**config.mk**
```make
export PLATFORM = sky130hd
export DESIGN_NAME = quad_encoder_reader
export DESIGN_NICKNAME = d
export VERILOG_FILES = /design/src/rtl/encoder_pkg.sv /design/src/rtl/encoder_channel.sv /design/src/rtl/quad_encoder_reader.sv
export SDC_FILE = /design/constraint.sdc
export NUM_CORES = 1
export LEC_CHECK = 0
export BUFFER_PORTS_ARGS = -buffer_cell sky130_fd_sc_hd__clkbuf_2
export CORE_MARGIN = 1.5
export CORE_UTILIZATION = 36
export CTS_CLUSTER_DIAMETER = 150
export DETAILED_ROUTE_END_ITERATION = 8
export SYNTH_ARGS = -nofsm -noshare
export SYNTH_HDL_FRONTEND = slang
export SYNTH_SLANG_ARGS = --single-unit
export TNS_END_PERCENT = 50
```
**constraint.sdc**
```tcl
create_clock -name clk -period 3.5 [get_ports clk]
set_input_delay 0 -clock clk [delete_from_list [all_inputs] [get_ports clk]]
set_output_delay 0 -clock clk [all_outputs]
set_load 0.02 [all_outputs]
```
**src/rtl/encoder_pkg.sv**
```systemverilog
// encoder_pkg
//   Shared constants and helpers for the quadrature encoder reader.
//   - CHANNELS / COUNT_W : default channel count and position counter width
//   - VEL_W              : signed velocity accumulator width
//   - FIELD_*            : rd_sel field codes for the read mux
//   - GRAY_S0..S3        : {a,b} encodings along the forward rotation
//   - decode_step()      : classifies a previous->current {a,b} transition
package encoder_pkg;

  localparam int CHANNELS = 4;
  localparam int CH_IDX_W = 2;
  localparam int COUNT_W  = 16;
  localparam int VEL_W    = 8;

  localparam logic [1:0] FIELD_CNT_LO = 2'd0;
  localparam logic [1:0] FIELD_CNT_HI = 2'd1;
  localparam logic [1:0] FIELD_VEL    = 2'd2;
  localparam logic [1:0] FIELD_STATUS = 2'd3;

  // Forward rotation order: 00 -> 01 -> 11 -> 10 -> 00
  localparam logic [1:0] GRAY_S0 = 2'b00;
  localparam logic [1:0] GRAY_S1 = 2'b01;
  localparam logic [1:0] GRAY_S2 = 2'b11;
  localparam logic [1:0] GRAY_S3 = 2'b10;

  typedef enum logic [1:0] {
    STEP_NONE,
    STEP_FWD,
    STEP_REV,
    STEP_ILLEGAL
  } step_e;

  // Position of an {a,b} pair along the forward rotation.
  function automatic logic [1:0] gray_pos(input logic [1:0] ab);
    logic [1:0] pos;
    case (ab)
      GRAY_S0: pos = 2'd0;
      GRAY_S1: pos = 2'd1;
      GRAY_S2: pos = 2'd2;
      default: pos = 2'd3;
    endcase
    return pos;
  endfunction

  // Distance of 1 is forward, 3 (i.e. -1 mod 4) is reverse, 2 means both
  // phases flipped at once, which a real encoder cannot produce.
  function automatic step_e decode_step(input logic [1:0] prev_ab,
                                        input logic [1:0] cur_ab);
    logic [1:0] diff;
    step_e      step;
    diff = gray_pos(cur_ab) - gray_pos(prev_ab);
    case (diff)
      2'd0:    step = STEP_NONE;
      2'd1:    step = STEP_FWD;
      2'd3:    step = STEP_REV;
      default: step = STEP_ILLEGAL;
    endcase
    return step;
  endfunction

endpackage

```
**src/rtl/encoder_channel.sv**
```systemverilog
// encoder_channel
//   One quadrature channel: 2-flop synchronizer, Gray-step decoder,
//   wrapping position counter, saturating per-window velocity accumulator
//   and sticky illegal-transition flag.
// Ports:
//   clk, reset (async, active low)
//   enc_a, enc_b   raw encoder phases (asynchronous to clk)
//   clear          zero the count and error flag (wins over a same-cycle step)
//   window_tick    velocity window boundary: accumulator -> velocity
//   count          live position count (two's complement, wraps)
//   velocity       live velocity of the last completed window
//   error          sticky illegal-transition flag
//   dir            last direction (1 = reverse)
//   sync_ab        synchronized {a,b}
module encoder_channel #(
  parameter int COUNT_W = encoder_pkg::COUNT_W
) (
  input  logic                          clk,
  input  logic                          reset,
  input  logic                          enc_a,
  input  logic                          enc_b,
  input  logic                          clear,
  input  logic                          window_tick,
  output logic [COUNT_W-1:0]            count,
  output logic [encoder_pkg::VEL_W-1:0] velocity,
  output logic                          error,
  output logic                          dir,
  output logic [1:0]                    sync_ab
);
  import encoder_pkg::*;

  logic [1:0]                meta_reg;
  logic [1:0]                sync_reg;
  logic [1:0]                prev_reg;
  logic [1:0]                settle_reg;
  logic [COUNT_W-1:0]        count_reg;
  logic signed [VEL_W-1:0]   acc_reg;
  logic signed [VEL_W-1:0]   acc_next;
  logic signed [VEL_W-1:0]   vel_reg;
  logic                      error_reg;
  logic                      dir_reg;
  logic                      settled;
  step_e                     step;
  logic signed [1:0]         inc;
  logic signed [VEL_W:0]     acc_sum;

  // After reset the synchronizer still holds zeros for two cycles while the
  // pins may already sit at a non-zero state. Decoding stays off until the
  // pipeline has refilled and prev_reg has loaded a real sample, so a
  // release with a = b = 1 neither counts nor flags an error.
  assign settled = (settle_reg == 2'd3);

  always_comb begin
    step = decode_step(prev_reg, sync_reg);
    inc  = 2'sd0;
    if (settled) begin
      case (step)
        STEP_FWD: inc = 2'sd1;
        STEP_REV: inc = -2'sd1;
        default:  inc = 2'sd0;
      endcase
    end

    // One extra bit of headroom detects overflow past +127 / -128.
    acc_sum = $signed({acc_reg[VEL_W-1], acc_reg})
            + $signed({{(VEL_W-1){inc[1]}}, inc});
    if (acc_sum[VEL_W] != acc_sum[VEL_W-1]) begin
      acc_next = acc_sum[VEL_W] ? {1'b1, {(VEL_W-1){1'b0}}}
                                : {1'b0, {(VEL_W-1){1'b1}}};
    end else begin
      acc_next = acc_sum[VEL_W-1:0];
    end
  end

  always_ff @(posedge clk or negedge reset) begin
    if (!reset) begin
      meta_reg   <= '0;
      sync_reg   <= '0;
      prev_reg   <= '0;
      settle_reg <= '0;
      count_reg  <= '0;
      acc_reg    <= '0;
      vel_reg    <= '0;
      error_reg  <= 1'b0;
      dir_reg    <= 1'b0;
    end else begin
      meta_reg <= {enc_a, enc_b};
      sync_reg <= meta_reg;
      prev_reg <= sync_reg;

      if (!settled) begin
        settle_reg <= settle_reg + 2'd1;
      end

      if (clear) begin
        count_reg <= '0;
        error_reg <= 1'b0;
      end else begin
        count_reg <= count_reg + {{(COUNT_W-2){inc[1]}}, inc};
        if (settled && (step == STEP_ILLEGAL)) begin
          error_reg <= 1'b1;
        end
      end

      if (settled && (step == STEP_FWD)) begin
        dir_reg <= 1'b0;
      end else if (settled && (step == STEP_REV)) begin
        dir_reg <= 1'b1;
      end

      // The boundary cycle's own step is folded into the transferred value.
      if (window_tick) begin
        vel_reg <= acc_next;
        acc_reg <= '0;
      end else begin
        acc_reg <= acc_next;
      end
    end
  end

  assign count    = count_reg;
  assign velocity = vel_reg;
  assign error    = error_reg;
  assign dir      = dir_reg;
  assign sync_ab  = sync_reg;

endmodule

```
**src/rtl/quad_encoder_reader.sv**
```systemverilog
// quad_encoder_reader
//   Multi-channel quadrature encoder reader with position counters, windowed
//   velocity, sticky error flags and a latch-on-demand snapshot read port.
// Ports:
//   clk, reset (async, active low)
//   enc_a, enc_b  raw encoder phases per channel
//   latch         snapshot all live counts / velocities / status
//   clear_mask    per-channel clear of count and error flag
//   rd_sel        {channel[1:0], field[1:0]} selecting a snapshot byte
//   rd_data       selected snapshot byte (combinational)
//   enc_error     live sticky error flags
//   window_tick   one-cycle pulse at each velocity window boundary
module quad_encoder_reader #(
  parameter int CHANNELS = encoder_pkg::CHANNELS,
  parameter int COUNT_W  = encoder_pkg::COUNT_W,
  parameter int WINDOW   = 1_000_000
) (
  input  logic                clk,
  input  logic                reset,
  input  logic [CHANNELS-1:0] enc_a,
  input  logic [CHANNELS-1:0] enc_b,
  input  logic                latch,
  input  logic [CHANNELS-1:0] clear_mask,
  input  logic [3:0]          rd_sel,
  output logic [7:0]          rd_data,
  output logic [CHANNELS-1:0] enc_error,
  output logic                window_tick
);
  import encoder_pkg::*;

  localparam int WIN_W = (WINDOW > 1) ? $clog2(WINDOW) : 1;

  logic [WIN_W-1:0]   win_cnt_reg;

  logic [COUNT_W-1:0] live_count [CHANNELS];
  logic [VEL_W-1:0]   live_vel   [CHANNELS];
  logic               live_dir   [CHANNELS];
  logic [1:0]         live_sync  [CHANNELS];

  logic [COUNT_W-1:0] snap_count_reg  [CHANNELS];
  logic [VEL_W-1:0]   snap_vel_reg    [CHANNELS];
  logic [3:0]         snap_status_reg [CHANNELS];

  logic [CH_IDX_W-1:0] rd_ch;
  logic [1:0]          rd_field;
  logic [15:0]         cnt16;

  // Window boundary is the last count value; the tick is decoded from the
  // counter so it is low while reset holds the counter at zero.
  assign window_tick = (win_cnt_reg == WIN_W'(WINDOW - 1));

  always_ff @(posedge clk or negedge reset) begin
    if (!reset) begin
      win_cnt_reg <= '0;
    end else if (window_tick) begin
      win_cnt_reg <= '0;
    end else begin
      win_cnt_reg <= win_cnt_reg + 1'b1;
    end
  end

  for (genvar gi = 0; gi < CHANNELS; gi++) begin : g_ch
    encoder_channel #(
      .COUNT_W(COUNT_W)
    ) u_channel (
      .clk        (clk),
      .reset      (reset),
      .enc_a      (enc_a[gi]),
      .enc_b      (enc_b[gi]),
      .clear      (clear_mask[gi]),
      .window_tick(window_tick),
      .count      (live_count[gi]),
      .velocity   (live_vel[gi]),
      .error      (enc_error[gi]),
      .dir        (live_dir[gi]),
      .sync_ab    (live_sync[gi])
    );

    // Snapshots sample the pre-edge live values, so a same-cycle step,
    // clear or window transfer is not visible until the next latch.
    always_ff @(posedge clk or negedge reset) begin
      if (!reset) begin
        snap_count_reg[gi]  <= '0;
        snap_vel_reg[gi]    <= '0;
        snap_status_reg[gi] <= '0;
      end else if (latch) begin
        snap_count_reg[gi]  <= live_count[gi];
        snap_vel_reg[gi]    <= live_vel[gi];
        snap_status_reg[gi] <= {enc_error[gi], live_dir[gi], live_sync[gi]};
      end
    end
  end

  assign rd_ch    = rd_sel[3:2];
  assign rd_field = rd_sel[1:0];

  always_comb begin
    rd_data = '0;
    cnt16   = 16'($signed(snap_count_reg[rd_ch]));
    if (int'(rd_ch) < CHANNELS) begin
      case (rd_field)
        FIELD_CNT_LO: rd_data = cnt16[7:0];
        FIELD_CNT_HI: rd_data = cnt16[15:8];
        FIELD_VEL:    rd_data = snap_vel_reg[rd_ch];
        default:      rd_data = {4'b0000, snap_status_reg[rd_ch]};
      endcase
    end
  end

endmodule

```
# Word level (Yosys, flattened, before mapping)
# Cells that the tools add are included.
word_totals:
  ff_bits: 300
  word_cells: 211
op_classes:
  n_addsub: 17
  magnitude_cmp: 1
  n_eq_ne: 47
  mux: 63
  bitwise: 1
  reduce_logical: 33
ops:
  columns: ["operator", "count"]
  rows:
  - ["$mux W8", 14]
  - ["$mux W16", 6]
  - ["$pmux W2 S3", 12]
  - ["$add A16 B16 Y16", 4]
  - ["$eq A2 B2 Y1 const B", 25]
  - ["$add A8 B2 Y9", 4]
  - ["$eq A2 B1 Y1 const B", 17]
  - ["$bmux W16 S2", 1]
  - ["$logic_not A2 Y1", 13]
  - ["$pmux W8 S3", 1]
  - ["$add A20 B1 Y20 const B", 1]
  - ["$eq A20 B20 Y1 const B", 1]
  - ["$mux W20", 1]
  - ["$bmux W8 S2", 1]
  - ["$mux W1", 16]
  - ["$pmux W2 S2", 4]
  - ["$reduce_bool A2 Y1", 8]
  - ["$logic_and A1 B1 Y1", 12]
  - ["$add A2 B1 Y2 const B", 4]
  - ["$bmux W4 S2", 1]
  - ["$mux W2", 4]
  - ["$mux W4", 2]
  - ["$sub A2 B2 Y2", 4]
  - ["$ne A1 B1 Y1", 4]
  - ["other kinds (2)", 2]

# Depth between registers and ports, before layout
# Gate-level depths: netlist (run 1).
depth:
  ltp_word: 12
  mapped_depth: 18

# By module
# A second synthesis (run 1) with hierarchy kept.
unflattened:
  hier_cells: 1459
  area_unflattened_um2: 16120.5
by_module_without_submodules:
  columns: ["mod", "instances", "cells_each", "area_each_um2"]
  rows:
  - ["encoder_channel", 4, 264, 2543.7]
  - ["quad_encoder_reader", 1, 403, 5945.7]

# Worst setup path before layout (run 1)
# Ideal clock, no wire load.
synth_timing:
  path_type: "flip-flop to flip-flop"
  start: "register g_ch[3].u_channel.sync_reg[0]"
  end: "register g_ch[3].u_channel.vel_reg[3]"
  setup_time_ns: 0.077
  arrival_time_ns: 3.736
  slack_ns: -0.314
  stages_incl_launch_ff: 16
  path_buffers: 1
  period_less_slack_ns: 3.814
  path_cell_list: "dfrtp_1 inv_1 ha_1 ha_1 xnor3_1 nand2b_4 inv_2 buf_2 fa_1 or3_1 or4_1 a21oi_1 a21oi_1 xnor2_2 a31oi_1 a21oi_1"
synth_between:
  elab_chain_cells: 11
synth_lines:
  columns: ["item", "line_no", "source"]
  rows:
  - ["start, declared", "encoder_channel.sv:33", "logic [1:0] sync_reg;"]
  - ["start signal, assigned", "encoder_channel.sv:88", "sync_reg <= meta_reg;"]
  - ["$eq A2 B2 Y1 (tied with other cells)", "encoder_pkg.sv:36", "case (ab)"]
  - ["$pmux W2 S3 (*)", "encoder_pkg.sv:36", null]
  - ["$sub A2 B2 Y2 (*)", "encoder_pkg.sv:51", "diff = gray_pos(cur_ab) - gray_pos(prev_ab);"]
  - ["$eq A2 B2 Y1 (tied with other cells)", "encoder_pkg.sv:52", "case (diff)"]
  - ["$pmux W2 S3 (*)", "encoder_pkg.sv:52", null]
  - ["$eq A2 B2 Y1 / $eq A2 B1 Y1 (equally long branches)", "encoder_channel.sv:57", "case (step)"]
  - ["$pmux W2 S2 (*)", "encoder_channel.sv:57", null]
  - ["$mux W2 (*)", "encoder_channel.sv:56", "if (settled) begin"]
  - ["$add A8 B2 Y9 (*)", "encoder_channel.sv:66", "+ $signed({{(VEL_W-1){inc[1]}}, inc});"]
  - ["$mux W8 / $ne A1 B1 Y1 (equally long branches)", "encoder_channel.sv:68, encoder_channel.sv:67", null]
  - ["$mux W8 (*)", "encoder_channel.sv:67", "if (acc_sum[VEL_W] != acc_sum[VEL_W-1]) begin"]
  - ["end signal, assigned", "encoder_channel.sv:113", "vel_reg <= acc_next;"]
  - ["end, declared", "encoder_channel.sv:39", "logic signed [VEL_W-1:0] vel_reg;"]
# Every way passes the cells marked *; elsewhere a longest branch is shown, timed or not.
# A chain may end at the register's enable or synchronous reset.

# Worst setup path after layout (run 1)
layout_timing:
  start: "register g_ch[3].u_channel.prev_reg[1]"
  end: "register g_ch[3].u_channel.vel_reg[3]"
layout_between:
  elab_chain_cells: 11
layout_lines:
  columns: ["item", "line_no", "source"]
  rows:
  - ["start, declared", "encoder_channel.sv:34", "logic [1:0] prev_reg;"]
  - ["start signal, assigned", "encoder_channel.sv:89", "prev_reg <= sync_reg;"]
  - ["$eq A2 B2 Y1 (tied with other cells)", "encoder_pkg.sv:36", null]
  - ["$pmux W2 S3 (*)", "encoder_pkg.sv:36", null]
  - ["$sub A2 B2 Y2 (*)", "encoder_pkg.sv:51", null]
  - ["$eq A2 B2 Y1 (tied with other cells)", "encoder_pkg.sv:52", null]
  - ["$pmux W2 S3 (*)", "encoder_pkg.sv:52", null]
  - ["$eq A2 B2 Y1 / $eq A2 B1 Y1 (equally long branches)", "encoder_channel.sv:57", null]
  - ["$pmux W2 S2 (*)", "encoder_channel.sv:57", null]
  - ["$mux W2 (*)", "encoder_channel.sv:56", null]
  - ["$add A8 B2 Y9 (*)", "encoder_channel.sv:66", null]
  - ["$mux W8 / $ne A1 B1 Y1 (equally long branches)", "encoder_channel.sv:68, encoder_channel.sv:67", null]
  - ["$mux W8 (*)", "encoder_channel.sv:67", null]
# Marked as above.

==> summary.md, run 1 <==
The worst setup path is launched from a flop. The initial core utilization was 36.60%; the worst path arrival time was 3840 ps. In this design, the critical path's most frequently occurring cell is a21oi_2.

The wire length per cell after detailed routing was 17.96 um; the number of register bits inferred by synthesis was 300. The post-detailed-placement cell area came out at 16340 sq um. Clock skew on the completed layout was measured at 20.86 ps. The number of global-route vias before repair is 10.70k.

VDD sags by at most 305.3 uV. Setup repair after global routing could not meet its margin everywhere. The longest individual stage delay on the worst path was 420 ps. The number of warnings printed during yosys synthesis came out at 0.

For this run, the total global-route usage over all layers was measured as 16.85%. Relative to the synthesized area, the layout overhead comes to 16.53%. The tools report the static leakage as 8.050 nW. The pin count of the biggest net entering global routing was 107; the maximum buffer depth of the clock tree was 3. The tools report the post-synthesis cell type count as 78. In the synthesized netlist the async set-or-reset flop fraction comes to 100.0%.

The number of port buffers works out to 31. The tools report the final weighted congestion in routability-driven placement as 0.8354. Counting I/O delays and the setup requirement, the final critical path takes 3384 ps. The first global-routing pass estimated 58930 um of wire. The mapped netlist covers 15420 sq um. In this run the number of H-tree levels came out at 2. The worst pin sits at a relative slew slack of 40.66%. The finished cells cover 17970 sq um. The clock insertion delay at the later pin of the skew report was 540 ps; the largest fanout on the critical path was 7. After layout, the worst path uses 96.69% of the clock period. CTS saw 300 sinks. The remaining number of nets flagged by the antenna check after routing was 0. The flip-flop cell with the highest count after synthesis is dfrtp_1. After technology mapping, the gate count stands at 1391.

Detailed placement ended at an HPWL of 25360 um. The number of nets handed over by synthesis was 1464. For the maximum operating frequency, the log shows 295.5 MHz. In the routed design, unresolved DRC markers number 0. The area of the core came out at 42130 sq um. Class of the tightest hold or removal check: in -> reg. The number of I/O pins is 32, and the average via count per standard cell is 5.279.

The worst setup path is of the reg -> reg kind. The vertical die dimension is 210.0 um. The most frequent standard cell in the layout excluding fill and tap cells is dfrtp_1. TritonCTS built the clock tree. The die covers 44090 sq um. Adding up every negative setup slack in the final design gives 0 ps. The run finished with clean final reports.

Row generation in the floorplan step produced 75 rows. The post-placement worst setup slack is -42.52 ps, and the number of buffers added by the clock tree synthesis step is 36. The clock transition time at the flip-flop clock pins of the worst setup and hold paths works out to 60 ps. The final non-filler cell total is 2008. The number of antenna violations at the first check in global routing is 0, and the actual transition at the worst max-transition pin is 890.0 ps. The share of layout cells above drive strength 1 came out at 24.03%. The number of endpoints with negative hold slack in the final report is 0, and the final global-route overflow total is 0.

The slowest stage of the critical path is the dfrtp_1 cell. The first detailed-routing pass took 5 iterations. The signal on the critical path passes through ha_4 > inv_2 > ha_4 > xnor3_1 > nand2b_4 > inv_4 > fa_2 > or3_4 > or4_4 > a21oi_2 > a21oi_2 > xnor2_2 > buf_6 > a31oi_4 > a21oi_2. The required time at the worst-slack endpoint is 3950 ps, and the average cell area after synthesis is 11.09 sq um.

Once routing completed, OpenROAD measured the worst setup slack at 115.9 ps. The library cells used most frequently in the layout, excluding fill and tap cells, are dfrtp_1 (300), nor2_1 (154), mux2_2 (117). The tool flagged a number of max-cap violations equal to 0. The violation count after the first detailed-routing iteration was 715; the via total after detailed routing was 10.60k. Power spread over the standard cell area amounts to 776.3 nW/um^2. The tools report the final-report setup violation count as 0. The final layout contains routed wiring with a total length of 36060 um. The count of flip-flops with a built-in enable after synthesis is 0. The sequential area share after synthesis is 48.68%, and the final net count is 1517.

The number of setup buffers added after CTS was 0. The repair_antennas step left the layout with diodes totalling 0. The total placed cells including tap cells came out at 1932. The die is 210.0 um wide.

The kind of end point of the critical path was a flop. The root cell of the clock tree was clkbuf_16. The number of pins exceeding their max-slew limit in the final report was 0.
[critical path, delay by kind of cell, from the launching register on]
kind / cells / cell delay, ps
xor+xnor: 2 / 420
simple gates: 3 / 930
buf+inv: 3 / 280
compound gates: 4 / 440
flops: 1 / 420
fa+ha+maj: 3 / 790
[what timing repair did]
item,in CTS,in global routing
pin swaps,0,11
hold endpoints to repair,177,0
resized for setup,5,48
hold buffers,13,0
setup endpoints to repair,11,58
[report_power, final]
part | total, W | internal [W] | switching (W)
clock | 0.00390 | 0.00242 | 0.00148
sequential | 0.00541 | 0.00431 | 0.00109
combinational | 0.00465 | 0.00227 | 0.00238
[worst paths after layout]
path / from / endpoint / slack [ps] / cells after the start
worst max-delay path: g_ch[3].u_channel.prev_reg[1]$_DFF_PN0_ / g_ch[3].u_channel.velocity[3]$_DFFE_PN0P_ / 120 / 15
worst min-delay path: enc_a[1] / g_ch[1].u_channel.meta_reg[1]$_DFF_PN0_ / 100 / 2
worst max register to register: g_ch[3].u_channel.prev_reg[1]$_DFF_PN0_ / g_ch[3].u_channel.velocity[3]$_DFFE_PN0P_ / 120 / 15
worst min register to register: g_ch[3].u_channel.meta_reg[0]$_DFF_PN0_ / g_ch[3].u_channel.sync_ab[0]$_DFF_PN0_ / 340 / 0
max in group asynchronous: reset / g_ch[3].u_channel.settle_reg[1]$_DFFE_PN0N_ / 2410 / 3
min in group asynchronous: reset / g_ch[0].u_channel.count[7]$_DFF_PN0_ / 120 / 2
[cell type report]
cell class              count  area (sq um)
well taps                 539         674.4
clock buffers              49          1022
fillers                  3891         24160
repair buffers             91         715.7
multi-input cells         981          7704
flip-flops and latches    300          7507
clock inverters            14         216.5
inverters                  34         130.1
[metal layers]
metal	track usage, %	vias up	share of wire, %
li1	-	5068	-
met1	23.62	5303	47
met2	26.50	175	46
met3	2.563	54	3.8
met4	6.177	0	2.8
met5	0	-	0
[cells in the mapped netlist (all sizes together), types with 3 or more instances]
library cell	n	area share (%)
dfrtp	300	49
nor2	157	3.8
mux2	117	8.5
nand2	87	2.2
a21oi	70	2.3
xnor2	67	3.9
ha	50	4.1
o21ai	47	1.5
clkbuf	46	1.1
nand3	44	1.4
xor2	36	2.0
inv	33	0.80
mux4	32	4.7
buf	30	1.1
nor3	29	0.94
a31oi	21	0.89
and3	19	0.77
or3	17	0.69
mux2i	14	0.91
nand4	14	0.57
nor2b	13	0.53
nor4	12	0.57
o22ai	11	0.49
or4	10	0.54
nand2b	9	0.41
o31ai	9	0.44
and2	8	0.32
or2	8	0.32
a21o	6	0.29
nor4b	6	0.38
a211oi	5	0.24
and4	5	0.28
o21a	5	0.24
a22oi	4	0.19
fa	4	0.52
o32ai	4	0.32
a32o	3	0.19
o2111ai	3	0.17
o21bai	3	0.15
o311ai	3	0.17
xnor3	3	0.44
xor3	3	0.48
[per-stage QoR]
step / total power, W / util [%] / hold slack [ps]
after floorplan: 0.008436 / - / -295.6
after global placement: 0.009663 / 38.79 / 110.2
after detailed placement: 0.009763 / 38.79 / 110.0
after CTS: 0.01380 / 42.08 / 80.29
after global routing: 0.01486 / 42.65 / 92.21
final: 0.01395 / 42.65 / 101.8
[kinds of logic (layout without fill, tap and decap cells)]
logic type	Yosys count	count (layout)	share of synthesized area (%)
AO/OA/AOI/OAI	211	211	8.674
XOR/XNOR	109	109	6.815
adder cells (fa/ha/maj)	54	54	4.576
flip-flops	300	300	48.68
multiplexers	163	163	14.13
AND/OR/NAND/NOR	444	444	14.11
buffers and inverters	110	188	3.018
Power figures use the tool's default switching activity.
==> inputs of run 2 (changes only) <==
--- a/config.mk
+++ b/config.mk
@@ -10,7 +10,9 @@
 export CORE_UTILIZATION = 36
 export CTS_CLUSTER_DIAMETER = 150
 export DETAILED_ROUTE_END_ITERATION = 8
+export RECOVER_POWER = 100
 export SYNTH_ARGS = -nofsm -noshare
 export SYNTH_HDL_FRONTEND = slang
+export SYNTH_HIERARCHICAL = 1
 export SYNTH_SLANG_ARGS = --single-unit
 export TNS_END_PERCENT = 50
==> summary.md, run 2 <==
The die span in x came out at 214.6 um. The async set or reset register ratio after synthesis is 100.0%. The run gives 298.1 MHz as the maximum operating frequency.

In the final layout, flip-flops and latches occupy 7507 sq um. After detailed placement, the total cell area comes to 17090 sq um. Summed over all nets, the half-perimeter wirelength after detailed placement is 27390 um. In the synthesized netlist the dominant register cell turns out to be dfrtp_1. The largest individual stage delay along the critical path comes from the cell clkbuf_1. In the layout the commonest cells are dfrtp_1 (300), mux2_2 (128), nor2_1 (123). The detailed router finished its first iteration with 783 violations.

The synthesized netlist contains 59 unique library cells. Longest individual stage delay on the worst path: 660 ps. For this configuration, the core starts out at a cell density of 36.45%. The multi-input combinational cells in the finished layout cover a total of 8229 sq um. Using the TritonRoute via totals, the vias-per-cell ratio works out to 5.476.

The number of violations of the max-capacitance limit is 2. TritonCTS built the clock tree. The number of detailed-routing iterations run before antenna repair is 6, and the worst path arrival time is 3780 ps. After detailed routing, the number of remaining DRC violations is 0.

For this design the ratio of total power to cell area is 744.2 nW/um^2. The logs give 0.9028 for the final weighted congestion in routability-driven placement and 32 for the number of I/O pins. Summing internal, switching and leakage power gives 0.01386 W. In this run the core area contains 77 standard-cell rows. The via total after detailed routing is 11.71k.

For the worst setup path, the data required time is 3930 ps. The run gives 383.7 uV as the peak ir drop on the vdd network. The run gives 0 as the final-report setup violation count. The tools report the net count after synthesis as 1531. Vertical die dimension: 214.6 um. Sorting the synthesized cells by area gives the leading types as dfrtp_1 (47%), mux2_2 (8.9%), mux4_2 (3.9%). The kind of end point of the critical path is a flop. The critical path's most frequent cell was clkbuf_1. At the pin with the least slew margin, the transition time is 2840 ps. Once layout is done, the placed cells without fillers occupy 18620 sq um. Cell accounting for the most synthesized area: dfrtp_1.

Root cell of the clock tree: clkbuf_16. The class of the tightest hold or removal check was in -> reg. The most frequent cell after synthesis is dfrtp_1. The run finished, with violations left.

Setup repair after global routing could not meet its margin everywhere. Clock latency on the worst-skew pair, taken at its later pin, is 540 ps. The post-synthesis instance total was 1459. Pin count of the biggest net entering global routing: 96. Share of the cycle needed by the critical path after routing: 95.83%. The checks that failed: max-capacitance violations, max-slew violations. Leaving out filler cells and counting taps, the final layout contains 2138. The cell area that synthesis handed to floorplanning was 16120 sq um. The type of the worst setup path is reg -> reg.

Clock-pin slew was measured on the worst setup and hold paths at 60 ps. The tools report the total placed cells including tap cells as 2056. The commonest cells after synthesis are dfrtp_1 (300), mux2_2 (128), nor2_1 (123), nand2_1 (94), o21ai_0 (69).

Buffers inserted during clock tree synthesis total 36. The area of the core is 44220 sq um. Among cell families on the critical path, the largest total delay comes from buffers and inverters. The run gives 20.70 ps as the worst setup skew after layout. For the global-route wire length before repair, the log shows 62380 um. The library cell used most frequently in the layout, excluding fill and tap cells, is dfrtp_1. The Yosys step of the flow raised 6 warnings. The run gives 11.23k as the number of global-route vias before repair. The detail route stage leaves a number of antenna-violating nets equal to 0. The floorplan step defined a die boundary enclosing 46060 sq um.

The final net count was 1592. The logs give 0 for the number of endpoints with negative hold slack in the final report and 16.83% for the total routing resource utilization after global routing. The core occupancy in the finished layout is 42.11%, and the worst hold slack after final layout is 104.2 ps.

The final layout contains routed wiring with a total length of 38670 um. In this run the tightest slew margin relative to its limit is -89.33%. Input and output buffers added on the ports amount to 31. The area growth from synthesis to layout is 15.52%. The tools report the kind of start point of the critical path as a flop.

The share of layout cells above drive strength 1 was 23.45%; the number of pins exceeding their max-slew limit in the final report was 148. The tools report the total clock sinks as 300. The wire length per cell after detailed routing came out at 18.09 um.

Fill cells in the final layout number 4143. Sequential elements use 46.57% of the synthesized area. The proportion of netlist area held by the largest area contributor was 46.57%; the average cell area after synthesis was 11.05 sq um. Traced cell by cell, the critical path runs through clkbuf_1 > ha_1 > nor2_2 > xor3_2 > nand2_2 > buf_4 > clkbuf_1 > o21ai_0 > a221oi_1 > mux2_2. Yosys mapped a number of flops with a built-in enable equal to 0. The number of antenna violations at the first check in global routing was 2. Along the worst path, the maximum fanout reaches 18. Counting both buffers and inverters, the worst setup path holds a total of 3. The H-tree was split into 2 levels. For the maximum buffer depth of the clock tree, the log shows 3. Number of register bits inferred by synthesis: 300. The logs give 0 for the final global-route overflow total and 8.152 nW for the static leakage.

Subtracting the final worst setup slack from the clock period gives 3354 ps.
[run 2: cell count changes in the layout (fill, tap and decap cells not counted), moves of 10 or more]
cell      before  now
o211ai_1       2   12
nor4b_1        5   15
a21oi_1       56   46
and4_1         5   24
clkbuf_1       8   23
mux2_2       117  128
xor2_1        36   26
nor2_1       154  123
nor2b_1       13   24
o21ai_0       41   55
nor4_1         7   18
[run 2: power breakdown]
| group | switching [W] | total (W) | internal [W] | leakage (nW) |
|---|---|---|---|---|
| clock | 0.00152 | 0.00389 | 0.00237 | 0.607 |
| combinational | 0.00231 | 0.00451 | 0.00220 | 3.65 |
| sequential | 0.00116 | 0.00546 | 0.00430 | 3.90 |
| total | 0.00499 | 0.0139 | 0.00887 | 8.15 |
[run 2: through the flow]
stage	TNS [ps]	setup WS, ps
floorplan	-110.7	-55.35
global placement	0	99.67
detailed placement	-16.69	-16.69
CTS	0	3.347
global route	-933.1	-102.6
finish	0	145.9
[run 2: path summary, 6_finish.rpt]
path,end,slack [ps],cells after the start,startpoint
setup / recovery,g_ch[1].u_channel/count[15]$_DFF_PN0_,150,10,g_ch[1].u_channel/sync_ab[0]$_DFF_PN0_
hold / removal,g_ch[2].u_channel/meta_reg[1]$_DFF_PN0_,100,2,enc_a[2]
setup reg to reg,g_ch[1].u_channel/count[15]$_DFF_PN0_,150,10,g_ch[1].u_channel/sync_ab[0]$_DFF_PN0_
hold reg to reg,g_ch[2].u_channel/sync_ab[1]$_DFF_PN0_,350,0,g_ch[2].u_channel/meta_reg[1]$_DFF_PN0_
max in group asynchronous,g_ch[0].u_channel/acc_reg[0]$_DFF_PN0_,830,3,reset
min in group asynchronous,g_ch[2].u_channel/meta_reg[0]$_DFF_PN0_,800,2,reset
[run 2: layout make-up]
| cell class | count | share of cell area [%] |
|---|---|---|
| tap | 592 | 3.978 |
| antenna | 2 | 0.02688 |
| clock buffer | 47 | 5.489 |
| clock inverter | 15 | 1.169 |
| inverter | 39 | 0.8130 |
| timing repair buffer | 110 | 4.018 |
| sequential | 300 | 40.31 |
| multi-input combinational | 1033 | 44.19 |
[run 2: logic make-up (layout without fill, tap and decap cells)]
| logic type | Yosys count | after routing | synth area share (%) |
|---|---|---|---|
| other | 0 | 2 | 0 |
| XOR/XNOR | 93 | 93 | 5.798 |
| flip-flops | 300 | 300 | 46.57 |
| AO/OA/AOI/OAI | 241 | 241 | 9.586 |
| buffers and inverters | 126 | 211 | 3.694 |
| AND/OR/NAND/NOR | 464 | 464 | 15.15 |
| adder cells (fa/ha/maj) | 53 | 53 | 4.300 |
| multiplexers | 182 | 182 | 14.90 |
[run 2: what timing repair did]
action / CTS / global route
endpoints found under the setup margin: 3 / 67
buffers inserted: 0 / 5
pin swaps: 0 / 18
endpoints found under the hold margin: 152 / 0
gates resized for setup: 2 / 57
hold buffers: 13 / 0
[run 2: layer usage]
metal	vias up	GRT usage [%]	wire [um]
li1	5477	-	-
met5	-	0	0
met1	5858	23.53	17690
met4	0	6.338	1264
met2	304	26.06	17720
met3	69	2.965	2001
